$ cat src/rtl/input_cond_pkg.sv
// Shared definitions for the push-button / switch input conditioner.
// Also exports the ALU operation encoding used by the lab control FSM.
package input_cond_pkg;

    localparam int unsigned N_ALU_BTN = 4;
    localparam int unsigned N_SW      = 2;

    localparam logic [N_ALU_BTN-1:0] ALU_SEL_RESET = 4'b0001;

    typedef enum logic [1:0] {
        ALU_OR  = 2'b00,
        ALU_AND = 2'b01,
        ALU_SUB = 2'b10,
        ALU_ADD = 2'b11
    } alu_op_t;

    // Isolate the lowest set bit (lowest index wins on simultaneous presses).
    function automatic logic [N_ALU_BTN-1:0] lowest_onehot(input logic [N_ALU_BTN-1:0] v);
        return v & (~v + N_ALU_BTN'(1));
    endfunction

endpackage

$ cat src/rtl/input_conditioner_if.sv
// Bundle of raw board inputs and conditioned outputs of input_conditioner.
//   slave  : the conditioner (consumes raw, drives conditioned outputs)
//   master : the board/stimulus side (drives raw, observes outputs)
interface input_conditioner_if;
    import input_cond_pkg::*;

    logic [N_ALU_BTN-1:0] alu_btn_raw;
    logic                 mode_btn_raw;
    logic [N_SW-1:0]      sw_raw;

    logic [N_ALU_BTN-1:0] alu_btn_lvl;
    logic [N_ALU_BTN-1:0] alu_btn_pulse;
    logic [N_ALU_BTN-1:0] alu_sel;
    logic                 mode_pulse;
    logic                 mode_long;
    logic [N_SW-1:0]      sw_out;

    modport slave (
        input  alu_btn_raw, mode_btn_raw, sw_raw,
        output alu_btn_lvl, alu_btn_pulse, alu_sel, mode_pulse, mode_long, sw_out
    );

    modport master (
        output alu_btn_raw, mode_btn_raw, sw_raw,
        input  alu_btn_lvl, alu_btn_pulse, alu_sel, mode_pulse, mode_long, sw_out
    );

endinterface

$ cat src/rtl/input_conditioner_debounce_ch.sv
// debounce_ch: one input channel -- 2-FF synchroniser, counting debouncer,
// registered debounced level and a one-cycle rising-edge pulse.
// Ports:
//   clk, rst_n : clock, asynchronous active-low reset
//   raw        : asynchronous raw input bit
//   lvl        : debounced level (registered copy of the stable state)
//   pulse      : one-cycle pulse on each debounced rising edge
module debounce_ch #(
    parameter int unsigned DEBOUNCE_CYCLES = 100000
) (
    input  logic clk,
    input  logic rst_n,
    input  logic raw,
    output logic lvl,
    output logic pulse
);

    localparam int unsigned CNT_W = (DEBOUNCE_CYCLES > 1) ? $clog2(DEBOUNCE_CYCLES) : 1;
    localparam logic [CNT_W-1:0] CNT_LAST = CNT_W'(DEBOUNCE_CYCLES - 1);

    logic             sync1;
    logic             sync2;
    logic             q;
    logic [CNT_W-1:0] cnt;
    logic             lvl_prev;

    // Metastability synchroniser.
    always_ff @(posedge clk or negedge rst_n) begin
        if (!rst_n) begin
            sync1 <= 1'b0;
            sync2 <= 1'b0;
        end else begin
            sync1 <= raw;
            sync2 <= sync1;
        end
    end

    // Accept a new level only after it differs from q for DEBOUNCE_CYCLES samples in a row.
    always_ff @(posedge clk or negedge rst_n) begin
        if (!rst_n) begin
            q   <= 1'b0;
            cnt <= '0;
        end else if (sync2 == q) begin
            cnt <= '0;
        end else if (cnt == CNT_LAST) begin
            q   <= sync2;
            cnt <= '0;
        end else begin
            cnt <= cnt + CNT_W'(1);
        end
    end

    // Registered level, then rise detect on that level (falling edges give nothing).
    always_ff @(posedge clk or negedge rst_n) begin
        if (!rst_n) begin
            lvl      <= 1'b0;
            lvl_prev <= 1'b0;
            pulse    <= 1'b0;
        end else begin
            lvl      <= q;
            lvl_prev <= lvl;
            pulse    <= lvl & ~lvl_prev;
        end
    end

endmodule

$ cat src/rtl/input_conditioner.sv
// input_conditioner: synchronises and debounces the four ALU buttons, the mode
// button and the two slide switches feeding the lab control FSM.
// Ports:
//   clk, rst_n : clock, asynchronous active-low reset
//   bus        : input_conditioner_if.slave
//                raw: alu_btn_raw[3:0] (OR,AND,SUB,ADD), mode_btn_raw, sw_raw[1:0]
//                out: alu_btn_lvl, alu_btn_pulse, alu_sel (sticky one-hot),
//                     mode_pulse, mode_long, sw_out
// Optional feature: define INPUT_COND_LONGPRESS_EN to enable the mode long-press
// pulse; otherwise mode_long is tied low.
module input_conditioner
    import input_cond_pkg::*;
#(
    parameter int unsigned DEBOUNCE_CYCLES  = 100000,
    parameter int unsigned LONGPRESS_CYCLES = 50000000
) (
    input  logic                clk,
    input  logic                rst_n,
    input_conditioner_if.slave  bus
);

    localparam int unsigned MODE_CH = N_ALU_BTN;
    localparam int unsigned SW_LSB  = N_ALU_BTN + 1;
    localparam int unsigned N_CH    = N_ALU_BTN + 1 + N_SW;

    logic [N_CH-1:0]      raw_v;
    logic [N_CH-1:0]      lvl_v;
    logic [N_CH-1:0]      pulse_v;
    logic [N_SW-1:0]      sw_pulse_unused;
    logic [N_ALU_BTN-1:0] alu_pulse;
    logic [N_ALU_BTN-1:0] alu_sel_q;

    assign raw_v = {bus.sw_raw, bus.mode_btn_raw, bus.alu_btn_raw};

    // One independent channel per input bit.
    for (genvar i = 0; i < N_CH; i++) begin : g_ch
        debounce_ch #(
            .DEBOUNCE_CYCLES (DEBOUNCE_CYCLES)
        ) u_ch (
            .clk   (clk),
            .rst_n (rst_n),
            .raw   (raw_v[i]),
            .lvl   (lvl_v[i]),
            .pulse (pulse_v[i])
        );
    end

    // Switches are levels only; their edge pulses are not used.
    assign sw_pulse_unused = pulse_v[SW_LSB +: N_SW];

    assign alu_pulse         = pulse_v[N_ALU_BTN-1:0];
    assign bus.alu_btn_lvl   = lvl_v[N_ALU_BTN-1:0];
    assign bus.alu_btn_pulse = alu_pulse;
    assign bus.mode_pulse    = pulse_v[MODE_CH];
    assign bus.sw_out        = lvl_v[SW_LSB +: N_SW];
    assign bus.alu_sel       = alu_sel_q;

    // Sticky selection: lowest-index pulsing button wins, otherwise hold.
    always_ff @(posedge clk or negedge rst_n) begin
        if (!rst_n) begin
            alu_sel_q <= ALU_SEL_RESET;
        end else if (|alu_pulse) begin
            alu_sel_q <= lowest_onehot(alu_pulse);
        end
    end

`ifdef INPUT_COND_LONGPRESS_EN
    localparam int unsigned LP_W = (LONGPRESS_CYCLES > 1) ? $clog2(LONGPRESS_CYCLES) : 1;
    localparam logic [LP_W-1:0] LP_LAST = LP_W'(LONGPRESS_CYCLES - 1);

    logic [LP_W-1:0] lp_cnt;
    logic            lp_hit;
    logic            lp_hit_prev;
    logic            mode_long_q;

    // Saturating hold counter on the debounced mode level; pulse once on reaching the end.
    always_ff @(posedge clk or negedge rst_n) begin
        if (!rst_n) begin
            lp_cnt      <= '0;
            lp_hit      <= 1'b0;
            lp_hit_prev <= 1'b0;
            mode_long_q <= 1'b0;
        end else begin
            if (!lvl_v[MODE_CH]) begin
                lp_cnt <= '0;
            end else if (lp_cnt != LP_LAST) begin
                lp_cnt <= lp_cnt + LP_W'(1);
            end
            lp_hit      <= (lp_cnt == LP_LAST);
            lp_hit_prev <= lp_hit;
            mode_long_q <= lp_hit & ~lp_hit_prev;
        end
    end

    assign bus.mode_long = mode_long_q;
`else
    // Constant low; the parameter is still referenced so both builds share one port list.
    assign bus.mode_long = 1'b0 & (LONGPRESS_CYCLES == 0);
`endif

endmodule

$ cat src/flat_wrapper.sv
// flat-port wrapper written by rule: the top's interface ports become plain ports
module input_conditioner_flat import input_cond_pkg::*;
#(
    parameter int unsigned DEBOUNCE_CYCLES  = 100000,
    parameter int unsigned LONGPRESS_CYCLES = 50000000
)
  (clk, rst_n, bus_alu_btn_raw, bus_mode_btn_raw, bus_sw_raw, bus_alu_btn_lvl, bus_alu_btn_pulse, bus_alu_sel, bus_mode_pulse, bus_mode_long, bus_sw_out);
  input_conditioner_if bus_i ();
  input  logic clk;
  input  logic rst_n;
  input wire logic [$bits(bus_i.alu_btn_raw)-1:0] bus_alu_btn_raw;
  input wire logic [$bits(bus_i.mode_btn_raw)-1:0] bus_mode_btn_raw;
  input wire logic [$bits(bus_i.sw_raw)-1:0] bus_sw_raw;
  output wire logic [$bits(bus_i.alu_btn_lvl)-1:0] bus_alu_btn_lvl;
  output wire logic [$bits(bus_i.alu_btn_pulse)-1:0] bus_alu_btn_pulse;
  output wire logic [$bits(bus_i.alu_sel)-1:0] bus_alu_sel;
  output wire logic [$bits(bus_i.mode_pulse)-1:0] bus_mode_pulse;
  output wire logic [$bits(bus_i.mode_long)-1:0] bus_mode_long;
  output wire logic [$bits(bus_i.sw_out)-1:0] bus_sw_out;
  assign bus_i.alu_btn_raw = bus_alu_btn_raw;
  assign bus_i.mode_btn_raw = bus_mode_btn_raw;
  assign bus_i.sw_raw = bus_sw_raw;
  assign bus_alu_btn_lvl = bus_i.alu_btn_lvl;
  assign bus_alu_btn_pulse = bus_i.alu_btn_pulse;
  assign bus_alu_sel = bus_i.alu_sel;
  assign bus_mode_pulse = bus_i.mode_pulse;
  assign bus_mode_long = bus_i.mode_long;
  assign bus_sw_out = bus_i.sw_out;
  input_conditioner #(.DEBOUNCE_CYCLES(DEBOUNCE_CYCLES), .LONGPRESS_CYCLES(LONGPRESS_CYCLES)) u_core (.clk(clk), .rst_n(rst_n), .bus(bus_i));
endmodule
$ cat config.mk
export PLATFORM = sky130hd
export DESIGN_NAME = input_conditioner_flat
export DESIGN_NICKNAME = d
export VERILOG_FILES = /design/src/rtl/input_cond_pkg.sv /design/src/rtl/input_conditioner_if.sv /design/src/rtl/input_conditioner_debounce_ch.sv /design/src/rtl/input_conditioner.sv /design/src/flat_wrapper.sv
export SDC_FILE = /design/constraint.sdc
export NUM_CORES = 1
export LEC_CHECK = 0
export ABC_AREA = 0
export BUFFER_PORTS_ARGS = -buffer_cell sky130_fd_sc_hd__buf_2
export CORE_MARGIN = 4
export CORE_UTILIZATION = 56
export CTS_CLUSTER_SIZE = 16
export DETAILED_ROUTE_END_ITERATION = 12
export PLACE_DENSITY = 0.75
export REMOVE_ABC_BUFFERS = 1
export SLEW_MARGIN = 20
export SYNTH_ARGS = -nofsm -noshare
export SYNTH_HDL_FRONTEND = slang
export SYNTH_HIERARCHICAL = 1
export SYNTH_SLANG_ARGS = --single-unit
$ cat constraint.sdc
create_clock -name clk -period 1.8 [get_ports clk]
set_input_delay 0.09 -clock clk [delete_from_list [all_inputs] [get_ports clk]]
set_output_delay 0.09 -clock clk [all_outputs]
set_load 0.02 [all_outputs]
After elaboration in Yosys (flattened, before gate mapping)
Index checks and enable logic that the tools add are counted.
{ "classes": {"n_addsub": 8, "multipliers": 0, "div_mod_pow": 0, "n_lt_le_gt_ge": 0, "eq_ne": 14, "n_shift": 0, "n_mux": 14, "bitwise_logic": 19, "n_reduce_logical": 8} }
{ "ops": {"columns": ["cell", "n"], "rows": [
  ["17-bit 2-to-1 mux", 14],
  ["17-bit by 1-bit adder with 17-bit output (second input constant)", 7],
  ["17-bit == test (second input constant)", 7],
  ["2-bit AND reduction", 7],
  ["1-bit NOT", 12],
  ["1-bit == test", 7],
  ["1-bit AND", 5],
  ["4-bit by 1-bit adder with 4-bit output (second input constant)", 1],
  ["4-bit AND", 1],
  ["4-bit NOT", 1],
  ["4-bit OR reduction", 1]
]} }
{ "word_totals": {"ff_bits": 161, "latchBits": 0, "ramBits": 0, "rom_bits": 0, "input_bits": 9, "output_inout_bits": 16, "memories": 0} }

Logic depth before layout (Yosys ltp)
{ "depth": {"depth_word": 3, "depth_mapped": 6, "ltp_nobuf": 5} }

Cells and area by module
The synthesis kept the hierarchy.
{ "by_module_without_submodules": {"columns": ["module", "instances", "cells_per_inst", "area_each_um2", "seq_area_each_um2"], "rows": [
  ["debounce_ch", 7, 95, 1022.2, 575.6],
  ["input_conditioner", 1, 26, 245.2, 101.3]
]} }

Worst setup path after synthesis
Ideal clock, no wire load.
{ "synth_path": {"path_type": "reg2reg", "start": "reg u_core.g_ch[0].u_ch.cnt[0]", "end": "reg u_core.g_ch[0].u_ch.cnt[10]", "arrival_ns": 1.570, "required_ns": 1.679, "path_slack_ns": 0.109, "path_stages_with_launch": 7, "path_buffers": 1, "path_cell_list": "dfrtp_1 -> ha_1 -> and4_1 -> nand4_1 -> o21ai_1 -> buf_2 -> nor2_1"} }
{ "synth_via": {"elab_chain_len": 3} }
{ "synth_rtl": {"columns": ["item", "line_no", "rtl"], "rows": [
  ["start: declaration", "input_conditioner_debounce_ch.sv:24", "logic [CNT_W-1:0] cnt;"],
  ["start signal: assignment", "input_conditioner_debounce_ch.sv:49", "cnt <= cnt + CNT_W'(1);"],
  ["17-bit by 1-bit adder with 17-bit output / 17-bit == test (equally long branches)", "input_conditioner_debounce_ch.sv:49, input_conditioner_debounce_ch.sv:45", null],
  ["17-bit 2-to-1 mux *", "input_conditioner_debounce_ch.sv:45", "end else if (cnt == CNT_LAST) begin"],
  ["17-bit 2-to-1 mux *", "input_conditioner_debounce_ch.sv:43", "end else if (sync2 == q) begin"]
]} }
Mark *: on every way between the ends. The rest lies on a longest branch, timed or not.
A chain may end at the register's enable or synchronous reset.

Worst setup path after layout
{ "layout_path": {"start": "reg u_core.g_ch[1].u_ch.cnt[7]", "end": "reg u_core.g_ch[1].u_ch.cnt[15]"} }
{ "layout_via": {"elab_chain_len": 3} }
{ "layout_rtl": {"columns": ["item", "line_no"], "rows": [
  ["start: declaration", "input_conditioner_debounce_ch.sv:24"],
  ["start signal: assignment", "input_conditioner_debounce_ch.sv:49"],
  ["17-bit by 1-bit adder with 17-bit output / 17-bit == test (equally long branches)", "input_conditioner_debounce_ch.sv:49, input_conditioner_debounce_ch.sv:45"],
  ["17-bit 2-to-1 mux *", "input_conditioner_debounce_ch.sv:45"],
  ["17-bit 2-to-1 mux *", "input_conditioner_debounce_ch.sv:43"]
]} }
Marked as above.

==> Flow_metrics.wiki <==
{| class="wikitable"
! Metric !! Value
|-
| Part of the power in the clock network || 49.6%
|-
| Proportion of layout cells with a drive suffix above 1 || 13.9%
|-
| Antenna Cells || 0
|-
| Horizontal die dimension || roughly 120 um
|-
| Initial core utilization || 57.5%
|-
| CP Class || flop to flop
|-
| Core ar. || 12700 um^2
|-
| Setup repair after global routing missed its margin || false
|-
| Number of antenna-violating nets in the routed design || 0
|-
| Total I/O pin count || 25
|-
| Kind of start point of the critical path || flop
|-
| Final min period || 1.73 ns
|-
| Post-synthesis cell area || 7290 um^2
|-
| Via count || 5254
|-
| Area growth from synthesis to final layout || 14.2%
|-
| Required arrival time at the worst endpoint || 2.14 ns
|-
| Worst Setup Slack post-DPL || between 0.08 and 0.09 ns
|-
| Vias per Instance || 5.81
|-
| Final period util || between 90 and 100%
|-
| Number of filler instances in the final layout || 981
|-
| Highest net fanout along the worst path || 6
|-
| Number of standard-cell rows in the floorplan || 41
|-
| Die area || 14900 um^2
|-
| Clock tree from TritonCTS || built
|-
| Sequential cell area in the final layout || 4040 um^2
|-
| Final Hold Vio Count || 0
|-
| Power share of the combinational group || 3.1%
|-
| H-tree depth reported by CTS || 4
|-
| Initial DRC count || 527
|-
| Accumulated negative setup slack || 0 ns
|-
| Final WL || 14000 um
|-
| Number of antenna violations at the first check in global routing || 0
|-
| Root Buffer Master || sky130_fd_sc_hd__clkbuf_16
|-
| Detailed Routing Iterations Pass 1 || 5
|-
| Power spent charging and discharging nets || 0.00159 W
|-
| Sequential cell fraction of total power || between 40 and 50%
|-
| Maximum number of pins on one net before global-route repair || 79
|-
| Max IR drop VDD || about 0.81 mV
|-
| RePlAce Congestion || 0.882
|-
| Fmax || 579 MHz
|-
| Mapped Cells || 685
|-
| Global router's overall resource usage || about 21%
|-
| YS warnings || 6
|-
| Worst hold-check path type || input port to async pin
|-
| Die extent in y || approximately 120 um
|-
| Net total in the final layout || 735
|-
| Count of placed standard cells in the final layout, fillers left out || around 900
|-
| Final setup violation count || 0
|-
| Wire length of the first global-routing pass || between 20000 and 25000 um
|-
| Setup Skew || 0.00773 ns
|-
| Worst Hold Margin || 0.111 ns
|-
| Clock-pin slew on the worst setup and hold paths || 0.06 ns
|-
| Capturing element type of the critical path || flop
|-
| Port Buffer Count || 23
|-
| Leak || 3.63 nW
|-
| Placed insts || around 860
|-
| Total clock buffers created by CTS || 17
|-
| Clock latency of the later-clocked register in the worst-skew pair || roughly 0.42 ns
|-
| Via count of the first global-routing pass || 5177
|-
| Critical path data arrival time || approximately 2.1 ns
|-
| Final-report max-slew violation count || 0
|-
| Buffers inserted by post-CTS timing repair || 0
|-
| Run status || finished, final reports clean
|-
| Power per cell area || 946 nW/um^2
|-
| Average cell area after synthesis || 10.6 um^2
|-
| Internal power of the cells || 0.00629 W
|-
| DRC violation count after routing || 0
|-
| Worst setup margin || a little over 0.07 ns
|-
| Sink Count || 161
|-
| Routed length per placed instance || roughly 16 um
|-
| Sum of overflow across all layers after global routing || 0
|-
| Multi-input gate area in the final layout || 3030 um^2
|-
| Half-perimeter wire length after placement || 9270 um
|-
| CTS max path bufs || 2
|-
| Switching Share || 20.1%
|-
| MaxCap Viol Count || 0
|}
[final timing paths]
check | slack [ns] | cells past startpoint | startpoint | end
setup / recovery | 0.07 | 4 | u_core/g_ch[1].u_ch/cnt[7] | u_core/g_ch[1].u_ch/cnt[15]
hold / removal | 0.11 | 2 | rst_n | u_core/g_ch[4].u_ch/pulse
setup reg to reg | 0.07 | 4 | u_core/g_ch[1].u_ch/cnt[7] | u_core/g_ch[1].u_ch/cnt[15]
hold reg to reg | 0.35 | 0 | u_core/g_ch[5].u_ch/sync1 | u_core/g_ch[5].u_ch/sync2
max in group asynchronous | 1.00 | 3 | rst_n | u_core/g_ch[6].u_ch/cnt[0]
min in group clk | 0.30 | 2 | bus_alu_btn_raw[3] | u_core/g_ch[3].u_ch/sync1
[layout make-up]
| class | instances | area share [%] |
|---|---|---|
| Clock buffer | 21 | 5.53 |
| Clock inverter | 11 | 2.22 |
| Inverter | 15 | 0.676 |
| Multi-Input combinational cell | 477 | 36.4 |
| Sequential cell | 161 | 48.5 |
| Tap cell | 172 | 2.58 |
| Timing Repair Buffer | 47 | 4.16 |
[layer usage]
layer | track usage [%] | vias up | wire length, um
li1 | - | 2490 | -
met1 | 26.9 | 2608 | 6310
met2 | 33.4 | 130 | 6910
met3 | 5.11 | 26 | 591
met4 | 7.56 | 0 | 208
met5 | 0 | - | 0
[state kept, by name, indices dropped and copies added, names as in the netlist]
register and cells:
u_core/bus.alu_sel 4, u_core/g_ch.u_ch/cnt 119, u_core/g_ch.u_ch/lvl 7, u_core/g_ch.u_ch/lvl_prev 5
u_core/g_ch.u_ch/pulse 5, u_core/g_ch.u_ch/q 7, u_core/g_ch.u_ch/sync1 7, u_core/g_ch.u_ch/sync2 7
[metrics by stage]
step                      power (W)  instance area (um^2)  util (%)
final                       0.00787                  8330      65.7
after global routing        0.00816                  8330      65.7
after CTS                   0.00795                  8310      65.6
after detailed placement    0.00403                  7580      59.8
after global placement      0.00401                  7580      59.8
after floorplan             0.00387                  7100         -
[power groups by stage]
stage          combinational [W]  clock, W  sequential [W]
4_1_cts                 0.000255   0.00397         0.00372
3_5_place_dp            0.000238         0         0.00379
6_report                0.000247   0.00390         0.00372
5_1_grt                 0.000288   0.00414         0.00373
2_1_floorplan          0.0000963         0         0.00378
3_3_place_gp            0.000226         0         0.00378
[critical path, cell delays in order (launching register included)]
cell,delay [ns]
sky130_fd_sc_hd__dfrtp_1,0.45
sky130_fd_sc_hd__nand3_2,0.16
sky130_fd_sc_hd__or4_1,0.56
sky130_fd_sc_hd__or3_1,0.32
sky130_fd_sc_hd__a21oi_1,0.16
[cells in the final DEF, fill, tap and decap left out, types with 8 or more instances in the layout]
cell type,instances
sky130_fd_sc_hd__o21ai_0,14
sky130_fd_sc_hd__nor4_1,15
sky130_fd_sc_hd__buf_4,14
sky130_fd_sc_hd__xnor2_1,21
sky130_fd_sc_hd__nand3_1,28
sky130_fd_sc_hd__buf_2,22
sky130_fd_sc_hd__and4_1,9
sky130_fd_sc_hd__a21oi_1,22
sky130_fd_sc_hd__dfrtp_1,156
sky130_fd_sc_hd__inv_1,15
sky130_fd_sc_hd__or3_1,14
sky130_fd_sc_hd__clkbuf_16,17
sky130_fd_sc_hd__xor2_1,70
sky130_fd_sc_hd__or4_1,14
sky130_fd_sc_hd__nor2_1,101
sky130_fd_sc_hd__nand4_1,70
sky130_fd_sc_hd__nand2_1,21
sky130_fd_sc_hd__dlygate4sd3_1,8
[timing repair]
action,in CTS,in global routing
endpoints found under the setup margin,0,43
hold buffers,8,0
endpoints found under the hold margin,167,0
resized for setup,0,10
Note: power is estimated with default switching activity, not from simulation.
